[config.mk]
export PLATFORM = sky130hd
export DESIGN_NAME = lcd_controller
export DESIGN_NICKNAME = d
export VERILOG_FILES = /design/src/rtl/lcd_controller.sv
export SDC_FILE = /design/constraint.sdc
export NUM_CORES = 1
export LEC_CHECK = 0
export BUFFER_PORTS_ARGS = -buffer_cell sky130_fd_sc_hd__buf_2
export CORE_MARGIN = 8
export CORE_UTILIZATION = 40
export CTS_BUF_LIST = sky130_fd_sc_hd__clkbuf_4 sky130_fd_sc_hd__clkbuf_8
export DETAILED_ROUTE_END_ITERATION = 8
export GPL_ROUTABILITY_DRIVEN = 0
export GPL_TIMING_DRIVEN = 0
export PLACE_DENSITY_LB_ADDON = 0.1
export SLEW_MARGIN = 10
export SYNTH_ARGS = -nofsm -noshare
export SYNTH_HDL_FRONTEND = slang
export SYNTH_SLANG_ARGS = --single-unit
export TNS_END_PERCENT = 50
[constraint.sdc]
create_clock -name clk -period 3.5 [get_ports clk]
set_clock_uncertainty 0.15 [all_clocks]
set_input_delay 0.35 -clock clk [delete_from_list [all_inputs] [get_ports clk]]
set_output_delay 0.35 -clock clk [all_outputs]
set_load 0.05 [all_outputs]
[src/rtl/lcd_controller.sv]
// HD44780-style LCD write controller driven as a custom instruction; one op per start, done pulses after the final byte wait.
// 8-bit CMD/DATA latency T_SU+T_EN+1+T_WAIT+1 cycles; start is ignored while busy and clk_en low freezes everything.
module lcd_controller #(
   parameter int CLK_HZ        = 50_000_000,
   parameter int BUS_MODE      = 8,
   parameter int INIT_ON_RESET = 1
) (
   input  logic        clk,
   input  logic        reset,
   input  logic        clk_en,
   input  logic        start,
   input  logic [31:0] dataa,
   input  logic [31:0] datab,
   output logic [31:0] result,
   output logic        done,
   output logic        lcd_enable,
   output logic        lcd_rs,
   output logic        lcd_rw,
   output logic [7:0]  lcd_data
);

   localparam int T_SU   = CLK_HZ / 10_000_000 + 1;
   localparam int T_EN   = CLK_HZ / 2_000_000 + 1;
   localparam int T_CMD  = CLK_HZ / 25_000;
   localparam int T_LONG = CLK_HZ / 610;
   localparam int T_PWR  = 15 * (CLK_HZ / 1000);
   localparam int T_MAX1 = (T_PWR > T_LONG) ? T_PWR : T_LONG;
   localparam int T_MAX2 = (T_MAX1 > T_CMD) ? T_MAX1 : T_CMD;
   localparam int T_MAX  = (T_MAX2 > T_EN) ? T_MAX2 : T_EN;
   localparam int CW     = $clog2(T_MAX + 1);

   localparam logic [CW-1:0] SU_END   = CW'(T_SU - 1);
   localparam logic [CW-1:0] EN_END   = CW'(T_EN - 1);
   localparam logic [CW-1:0] CMD_END  = CW'(T_CMD);
   localparam logic [CW-1:0] LONG_END = CW'(T_LONG);
   localparam logic [CW-1:0] PWR_END  = CW'(T_PWR - 1);
   localparam logic [2:0]    INIT_LAST = (BUS_MODE == 4) ? 3'd4 : 3'd3;

   typedef enum logic [2:0] {PWR_WAIT, IDLE, SETUP, PULSE, HOLD, WAIT} state_t;

   state_t        state, state_nx;
   logic [CW-1:0] cnt;
   logic [CW-1:0] wait_end;
   logic [7:0]    byte_q, byte_nx;
   logic          rs_q, rs_nx;
   logic          nib_lo, nib_lo_nx;
   logic          nib_only, nib_only_nx;
   logic          init_run, init_run_nx;
   logic          auto_q, auto_nx;
   logic [2:0]    seq_idx, seq_nx;
   logic          fin;
   logic          gap;
   logic [8:0]    item;
   logic          unused_bits;

   // {high-nibble-only flag, byte} for each step of the init sequence
   function automatic logic [8:0] init_item(input logic [2:0] idx);
      logic [8:0] it;
      it = 9'h001;
      if (BUS_MODE == 4) begin
         case (idx)
            3'd0:    it = {1'b1, 8'h20};
            3'd1:    it = 9'h028;
            3'd2:    it = 9'h00C;
            3'd3:    it = 9'h006;
            default: it = 9'h001;
         endcase
      end else begin
         case (idx)
            3'd0:    it = 9'h038;
            3'd1:    it = 9'h00C;
            3'd2:    it = 9'h006;
            default: it = 9'h001;
         endcase
      end
      return it;
   endfunction

   // After a 4-bit high nibble only a short gap precedes the low nibble
   always_comb begin
      gap = (BUS_MODE == 4) && !nib_lo && !nib_only;
      if (gap)
         wait_end = EN_END;
      else if (!rs_q && !nib_only && (byte_q == 8'h01 || byte_q == 8'h02 || byte_q == 8'h03))
         wait_end = LONG_END;
      else
         wait_end = CMD_END;
   end

   always_comb begin
      state_nx    = state;
      byte_nx     = byte_q;
      rs_nx       = rs_q;
      nib_lo_nx   = nib_lo;
      nib_only_nx = nib_only;
      init_run_nx = init_run;
      auto_nx     = auto_q;
      seq_nx      = seq_idx;
      fin         = 1'b0;
      item        = '0;
      case (state)
         PWR_WAIT: begin
            if (cnt == PWR_END) begin
               item        = init_item(3'd0);
               byte_nx     = item[7:0];
               nib_only_nx = item[8];
               rs_nx       = 1'b0;
               nib_lo_nx   = 1'b0;
               seq_nx      = 3'd0;
               init_run_nx = 1'b1;
               auto_nx     = 1'b1;
               state_nx    = SETUP;
            end
         end
         IDLE: begin
            if (start) begin
               nib_lo_nx   = 1'b0;
               nib_only_nx = 1'b0;
               init_run_nx = 1'b0;
               auto_nx     = 1'b0;
               seq_nx      = 3'd0;
               rs_nx       = 1'b0;
               state_nx    = SETUP;
               case (dataa[1:0])
                  2'd0: begin
                     item        = init_item(3'd0);
                     byte_nx     = item[7:0];
                     nib_only_nx = item[8];
                     init_run_nx = 1'b1;
                  end
                  2'd1: byte_nx = datab[7:0];
                  2'd2: begin
                     byte_nx = datab[7:0];
                     rs_nx   = 1'b1;
                  end
                  default: byte_nx = {1'b1, datab[8], 2'b00, datab[3:0]};
               endcase
            end
         end
         SETUP: if (cnt == SU_END) state_nx = PULSE;
         PULSE: if (cnt == EN_END) state_nx = HOLD;
         HOLD:  state_nx = WAIT;
         WAIT: begin
            if (cnt == wait_end) begin
               if (gap) begin
                  nib_lo_nx = 1'b1;
                  state_nx  = SETUP;
               end else if (init_run && seq_idx != INIT_LAST) begin
                  seq_nx      = seq_idx + 3'd1;
                  item        = init_item(seq_idx + 3'd1);
                  byte_nx     = item[7:0];
                  nib_only_nx = item[8];
                  nib_lo_nx   = 1'b0;
                  rs_nx       = 1'b0;
                  state_nx    = SETUP;
               end else begin
                  init_run_nx = 1'b0;
                  fin         = !auto_q;
                  state_nx    = IDLE;
               end
            end
         end
         default: state_nx = IDLE;
      endcase
   end

   always_ff @(posedge clk) begin
      if (reset) begin
         state      <= (INIT_ON_RESET != 0) ? PWR_WAIT : IDLE;
         cnt        <= '0;
         byte_q     <= '0;
         rs_q       <= 1'b0;
         nib_lo     <= 1'b0;
         nib_only   <= 1'b0;
         init_run   <= 1'b0;
         auto_q     <= 1'b0;
         seq_idx    <= '0;
         lcd_enable <= 1'b0;
         done       <= 1'b0;
         result     <= '0;
      end else if (clk_en) begin
         state      <= state_nx;
         cnt        <= (state_nx != state || state == IDLE) ? '0 : cnt + 1'b1;
         byte_q     <= byte_nx;
         rs_q       <= rs_nx;
         nib_lo     <= nib_lo_nx;
         nib_only   <= nib_only_nx;
         init_run   <= init_run_nx;
         auto_q     <= auto_nx;
         seq_idx    <= seq_nx;
         lcd_enable <= (state_nx == PULSE);
         done       <= fin;
         if (fin)
            result <= {24'h0, byte_q};
      end
   end

   assign lcd_data    = (BUS_MODE == 4) ? {(nib_lo ? byte_q[3:0] : byte_q[7:4]), 4'h0} : byte_q;
   assign lcd_rs      = rs_q;
   assign lcd_rw      = 1'b0;
   assign unused_bits = ^{dataa[31:2], datab[31:9]};

endmodule
Yosys cells after proc, flatten, opt, wreduce, memory -nomap -nowiden --
Index checks and enable logic that the tools add are counted.
Word-level totals: register bits after elaboration 48, input bits 68, output and inout bits 44, word-level logic and storage cells 97
Cells by class: $add $sub $neg 2, equal/unequal tests 24, mux-type cells 41, reductions and logical operators 19
Operators with widths (number):
- $mux 8 | 4
- $mux 3 | 9
- $pmux 8 s3 | 1
- $add 20x1->20 const B | 1
- $eq 20x20->1 | 1
- $eq 20x20->1 const B | 1
- $eq 20x3->1 const B | 1
- $eq 20x5->1 const B | 1
- $mux 20 | 1
- $pmux 3 s6 | 1
- $pmux 6 s3 | 1
- $mux 17 | 1
- $eq 8x2->1 const B | 2
- $mux 1 | 16
- $pmux 8 s2 | 1
- $eq 3x2->1 const B | 4
- $reduce_and 6->1 | 2
- $ne 2x2->1 const B | 5
- $pmux 1 s3 | 3
- $pmux 3 s3 | 1
- $eq 8x1->1 const B | 1
- $eq 3x1->1 const B | 2
- $eq 3x3->1 const B | 2
- $logic_not 3->1 | 2
- other kinds (16) | 22

Longest topological paths before layout --
word-level depth 11, mapped depth 8, mapped depth without buffers 7

Worst setup path after synthesis --
OpenSTA, ideal clock, no wires.
path type register to register, from register byte_q[7], in the netlist lcd_data[7], to register cnt[17], library setup time 0.116 ns, arrival time 1.952 ns, data required time 3.234 ns, path slack 1.282 ns, cell stages (with the launch flop) 8, path buffers 1, clock period less this slack 2.218 ns, path through dfxtp_1 -> nor4_1 -> o211ai_1 -> mux2i_2 -> a21oi_2 -> o31ai_4 -> buf_6 -> nor3_1
Between the ends: longest elaborated chain between the ends 11, elaborated cells on any way between the ends 13
Ends and longest elaborated chain:
- from (decl) | RTL line 44 | logic [7:0] byte_q, byte_nx;
- from (signal assigned) | RTL line 184 | byte_q <= byte_nx;
- $eq 8x1->1 or $eq 8x2->1 (tied branches) | RTL line 84 | else if (!rs_q && !nib_only && (byte_q == 8'h01 || byte_q == 8'h02 || byte_q == 8'h03))
- $logic_or 1x1->1 | RTL line 84
- $logic_or 1x1->1 (*) | RTL line 84
- $logic_and 1x1->1 (*) | RTL line 84
- $mux 17 (*) | RTL line 84
- $eq 20x20->1 (*) | RTL line 144 | if (cnt == wait_end) begin
- $mux 3 (*) | RTL line 144
- $pmux 3 s6 (*) | RTL line 101 | case (state)
- $ne 3x3->1 (*) | RTL line 183 | cnt <= (state_nx != state || state == IDLE) ? '0 : cnt + 1'b1;
- $logic_or 1x1->1 (*) | RTL line 183
- $mux 20 (*) | RTL line 183
- to (signal assigned) | RTL line 183
- to (decl) | RTL line 42 | logic [CW-1:0] cnt;
Every way passes the cells marked *; elsewhere a longest branch is shown, timed or not. A chain may end at the register's enable or synchronous reset.

Final worst setup path --
from register cnt[0], to register byte_q[5], in the netlist lcd_data[5]
Between the ends: longest elaborated chain between the ends 3, elaborated cells on any way between the ends 5
Ends and longest elaborated chain (RTL line):
- $eq 20x20->1 (on tied branches) | 144, 103
- $ne 2x2->1 (no line)
- $reduce_and 6->1 (no line) (*)
Marks and branches as above.

==> results.py <==
metrics = {
    "synth": {
        "synth-edff-count": 0,
        "synth.avg_cell_area_um2": 8.252,
        "synthArstFlopShare_pct": 0,
        "syn-cell-area_um2": 2855,
        "yosysWarnings": 0,
        "ys.flop_type": "dfxtp_1",
        "ys_ff_latch": 47,
        "seq_area_frac_synth_pct": 32.95,
        "synth_cell_types": 53,
        "synth_cells": 346,
    },
    "final_layout": {
        "diodes": 0,
        "area_growth_syn_to_layout_pct": 17.18,
        "design_area_um2": 3346,
        "drive_above_1_share_pct": 20.49,
        "fill_cells": 743,
        "fin_cells": 509,
        "num-nets-final": 487,
    },
    "route": {
        "routed_wl_um": 7579,
        "via_per_inst": 5.200,
        "drt_iter0_markers": 151,
        "drt_pre_antenna_iters": 6,
        "drc": 0,
        "vias": 2647,
        "routedWlPerCell_um": 14.89,
        "drtAntennaViolNets": 0,
    },
    "global_routing": {
        "grt_pass1_wl_um": 12340,
        "grt_overflow_total": 0,
        "grt_max_degree": 17,
        "antenna_found_initial": 0,
        "grt_pass1_vias": 2502,
        "track_usage_pct": 15.21,
    },
    "floorplanning": {
        "design.core.area_um2": 7098,
        "start_util_pct": 40.23,
        "io_pins": 112,
        "die_w_um": 100.5,
        "die_h_um": 100.5,
        "rows": 31,
        "die-area_um2": 10100,
    },
    "worst_setup_path": {
        "crit_path_max_incr_delay_ns": 0.45,
        "worstReg2RegEnd": "lcd_data[5]$_SDFFE_PP0P_",
        "reg2reg_from": "cnt[0]$_SDFFE_PP0P_",
        "path_buf_inv": 1,
        "crit_chain": "ha_1 > and3_1 > nand4_1 > o31ai_1 > a21oi_1 > nor3_1 > buf_2 > a311oi_1",
        "cp.arrival_ns": 2.64,
        "critPathKind": "reg2reg",
        "critPathSlowestCell": "dfxtp_1",
        "r2r_cells": 8,
        "cp_max_fo": 10,
        "critPathRequiredTime_ns": 3.53,
        "cp-end-kind": "register",
        "crit_family": "compound AO/OA/AOI/OAI gates",
        "r2r_slack_ns": 0.89,
        "start_kind": "register",
    },
    "sta": {
        "tns_ns": 0,
        "grt_setup_unrepaired": "no",
        "period_minus_slack_ns": 2.611,
        "slew_violations": 0,
        "slew_headroom_pct": 55.57,
        "worst_slack_ns": 0.8894,
        "finalSetupViolCount": 0,
        "finalCritPeriodShare_pct": 74.59,
        "max_freq_mhz": 383.1,
        "worst_slew_pin_slew_ns": 0.6613,
        "hold_violations": 0,
    },
    "clock_network": {
        "clk_pin_slew_ns": 0.10,
        "numCtsBuffers": 5,
        "clock-sinks": 47,
        "h-tree-depth": 2,
        "clk_latency_ns": 0.31,
        "clockBufferDepth": 2,
        "cts_resized": 0,
        "cts_tree": "done",
        "postCtsSetupBuffers": 0,
        "cts_root_buffer": "clkbuf_8",
        "cts_hold_buf": 0,
    },
    "power": {
        "p_leak_nw": 1.382,
        "power.total_mw": 1.177,
        "ir_drop_uv": 173.8,
        "p_per_area_nw_per_um2": 351.7,
    },
    "status": {
        "outcome": "complete, no violations",
    },
    "min_path": {
        "holdPathStages": 3,
        "min_from": "datab[2]",
        "hold_path_class": "in2reg",
        "hold_path_end": "lcd_data[2]$_SDFFE_PP0P_",
    },
    "placement": {
        "io_buffer_count": 32,
        "dpl.cell_count": 501,
        "place_ws_ns": 0.9848,
        "placed_cell_area_um2": 3229,
        "hpwl_um": 5722,
    },
    "run": {
        "max_cap_violations": 0,
    },
}
-- synth_stat cells (2+ instances only) --
master / n / area share [%]
mux2i_1: 10 / 3.5
a211oi_1: 5 / 1.3
or3_1: 2 / 0.44
a311oi_1: 4 / 1.2
nor3_1: 26 / 4.6
xor2_1: 11 / 3.4
nor4b_1: 3 / 0.92
ha_1: 10 / 4.4
nand4_1: 13 / 2.8
and3_1: 4 / 0.88
dfxtp_1: 47 / 33
nor2_1: 37 / 4.9
nor4bb_1: 2 / 0.70
a21oi_1: 12 / 2.1
nand2_1: 24 / 3.2
xnor2_1: 7 / 2.1
o31ai_1: 8 / 2.1
mux2_2: 2 / 0.79
buf_6: 2 / 0.79
buf_4: 27 / 7.1
and3_2: 2 / 0.53
buf_2: 4 / 0.70
o21ai_0: 7 / 1.2
a21o_1: 2 / 0.53
nand4b_1: 3 / 0.92
nand3_1: 11 / 1.9
nand3b_1: 2 / 0.53
clkbuf_1: 8 / 1.1
o211ai_1: 4 / 1.1
nor4_1: 2 / 0.44
a31oi_1: 9 / 2.0
nor3b_1: 2 / 0.53
nand2b_1: 4 / 0.88
inv_1: 9 / 1.2
nor2b_1: 3 / 0.66
-- worst max path at each step --
stage | startpoint | endpoint | slack, ns | cells past startpoint
floorplan | lcd_data[7]$_SDFFE_PP0P_ | cnt[17]$_SDFFE_PP0P_ | 1.28 | 7
global placement | cnt[0]$_SDFFE_PP0P_ | lcd_data[5]$_SDFFE_PP0P_ | 0.96 | 8
detailed placement | cnt[0]$_SDFFE_PP0P_ | lcd_data[5]$_SDFFE_PP0P_ | 0.98 | 8
CTS | cnt[6]$_SDFFE_PP0P_ | cnt[17]$_SDFFE_PP0P_ | 0.95 | 7
global route | cnt[0]$_SDFFE_PP0P_ | lcd_data[5]$_SDFFE_PP0P_ | 0.66 | 8
finish | cnt[0]$_SDFFE_PP0P_ | lcd_data[5]$_SDFFE_PP0P_ | 0.89 | 8
-- layout by cell type (no fill, tap or decap), types with 4 or more instances in the layout --
master and count:
dfxtp_1 47, nor2_1 37, buf_2 36, buf_4 27
nor3_1 26, conb_1 25, nand2_1 24, nand4_1 13
a21oi_1 12, nand3_1 11, xor2_1 11, mux2i_1 10
ha_1 10, inv_1 9, a31oi_1 9, clkbuf_1 8
o31ai_1 8, o21ai_0 7, xnor2_1 7, a211oi_1 5
clkbuf_8 5, o211ai_1 4, and3_1 4, nand2b_1 4
a311oi_1 4
-- sequential cells by signal, summed over array words and instances, names as in the netlist, 3 cells and up --
signal and cells:
cnt 20, lcd_data 8, state 3, seq_idx 3
result 8
-- power breakdown --
group / total, mW / switching, mW / leakage [nW] / internal [mW]
clock network: 0.420 / 0.203 / 0.0587 / 0.217
registers: 0.551 / 0.00967 / 0.380 / 0.542
logic: 0.205 / 0.144 / 0.944 / 0.0614
total: 1.18 / 0.357 / 1.38 / 0.820
-- logic make-up (layout without fill, tap and decap cells) --
kind of cell	after synthesis	in the layout	share of synthesized area, %
AND/OR/NAND/NOR	146	146	26.60
multiplexers	13	13	4.776
flip-flops	47	47	32.95
AO/OA/AOI/OAI	59	59	14.29
adder cells (fa/ha/maj)	10	10	4.382
buffers and inverters	52	92	11.35
XOR/XNOR	18	18	5.521
other	1	25	0.1313
-- through the flow --
step	utilization (%)	hold WS, ns
6_report	47.14	0.2797
5_1_grt	47.14	0.2874
4_1_cts	47.14	0.2662
3_5_place_dp	45.50	0.3064
3_3_place_gp	45.50	0.3015
2_1_floorplan	-	0.3001
-- layer usage --
layer | up-vias | track usage [%] | part of all wire, %
li1 | 1322 | - | -
met5 | - | 0 | 0
met3 | 5 | 3.039 | 6.5
met4 | 0 | 4.651 | 1.1
met1 | 1231 | 20.85 | 49
met2 | 89 | 23.28 | 44
-- layout make-up --
cell class                      instances  area, um^2  share of cell area, %
Multi-Input combinational cell        271        1680                  50.22
Sequential cell                        47       940.9                  28.12
Buffer                                 42       286.5                  8.564
Timing Repair Buffer                   32       160.2                  4.787
Tap cell                               99       123.9                  3.702
Clock buffer                            5       68.82                  2.057
Clock inverter                          3       47.55                  1.421
Inverter                               10       37.54                  1.122
-- worst reg2reg max path: stages, from the launching register on --
cell and delay [ns]:
dfxtp_1 0.45, ha_1 0.27, and3_1 0.18, nand4_1 0.15
o31ai_1 0.43, a21oi_1 0.15, nor3_1 0.25, buf_2 0.31
a311oi_1 0.15
No activity file was read; power rests on OpenSTA's default activity.
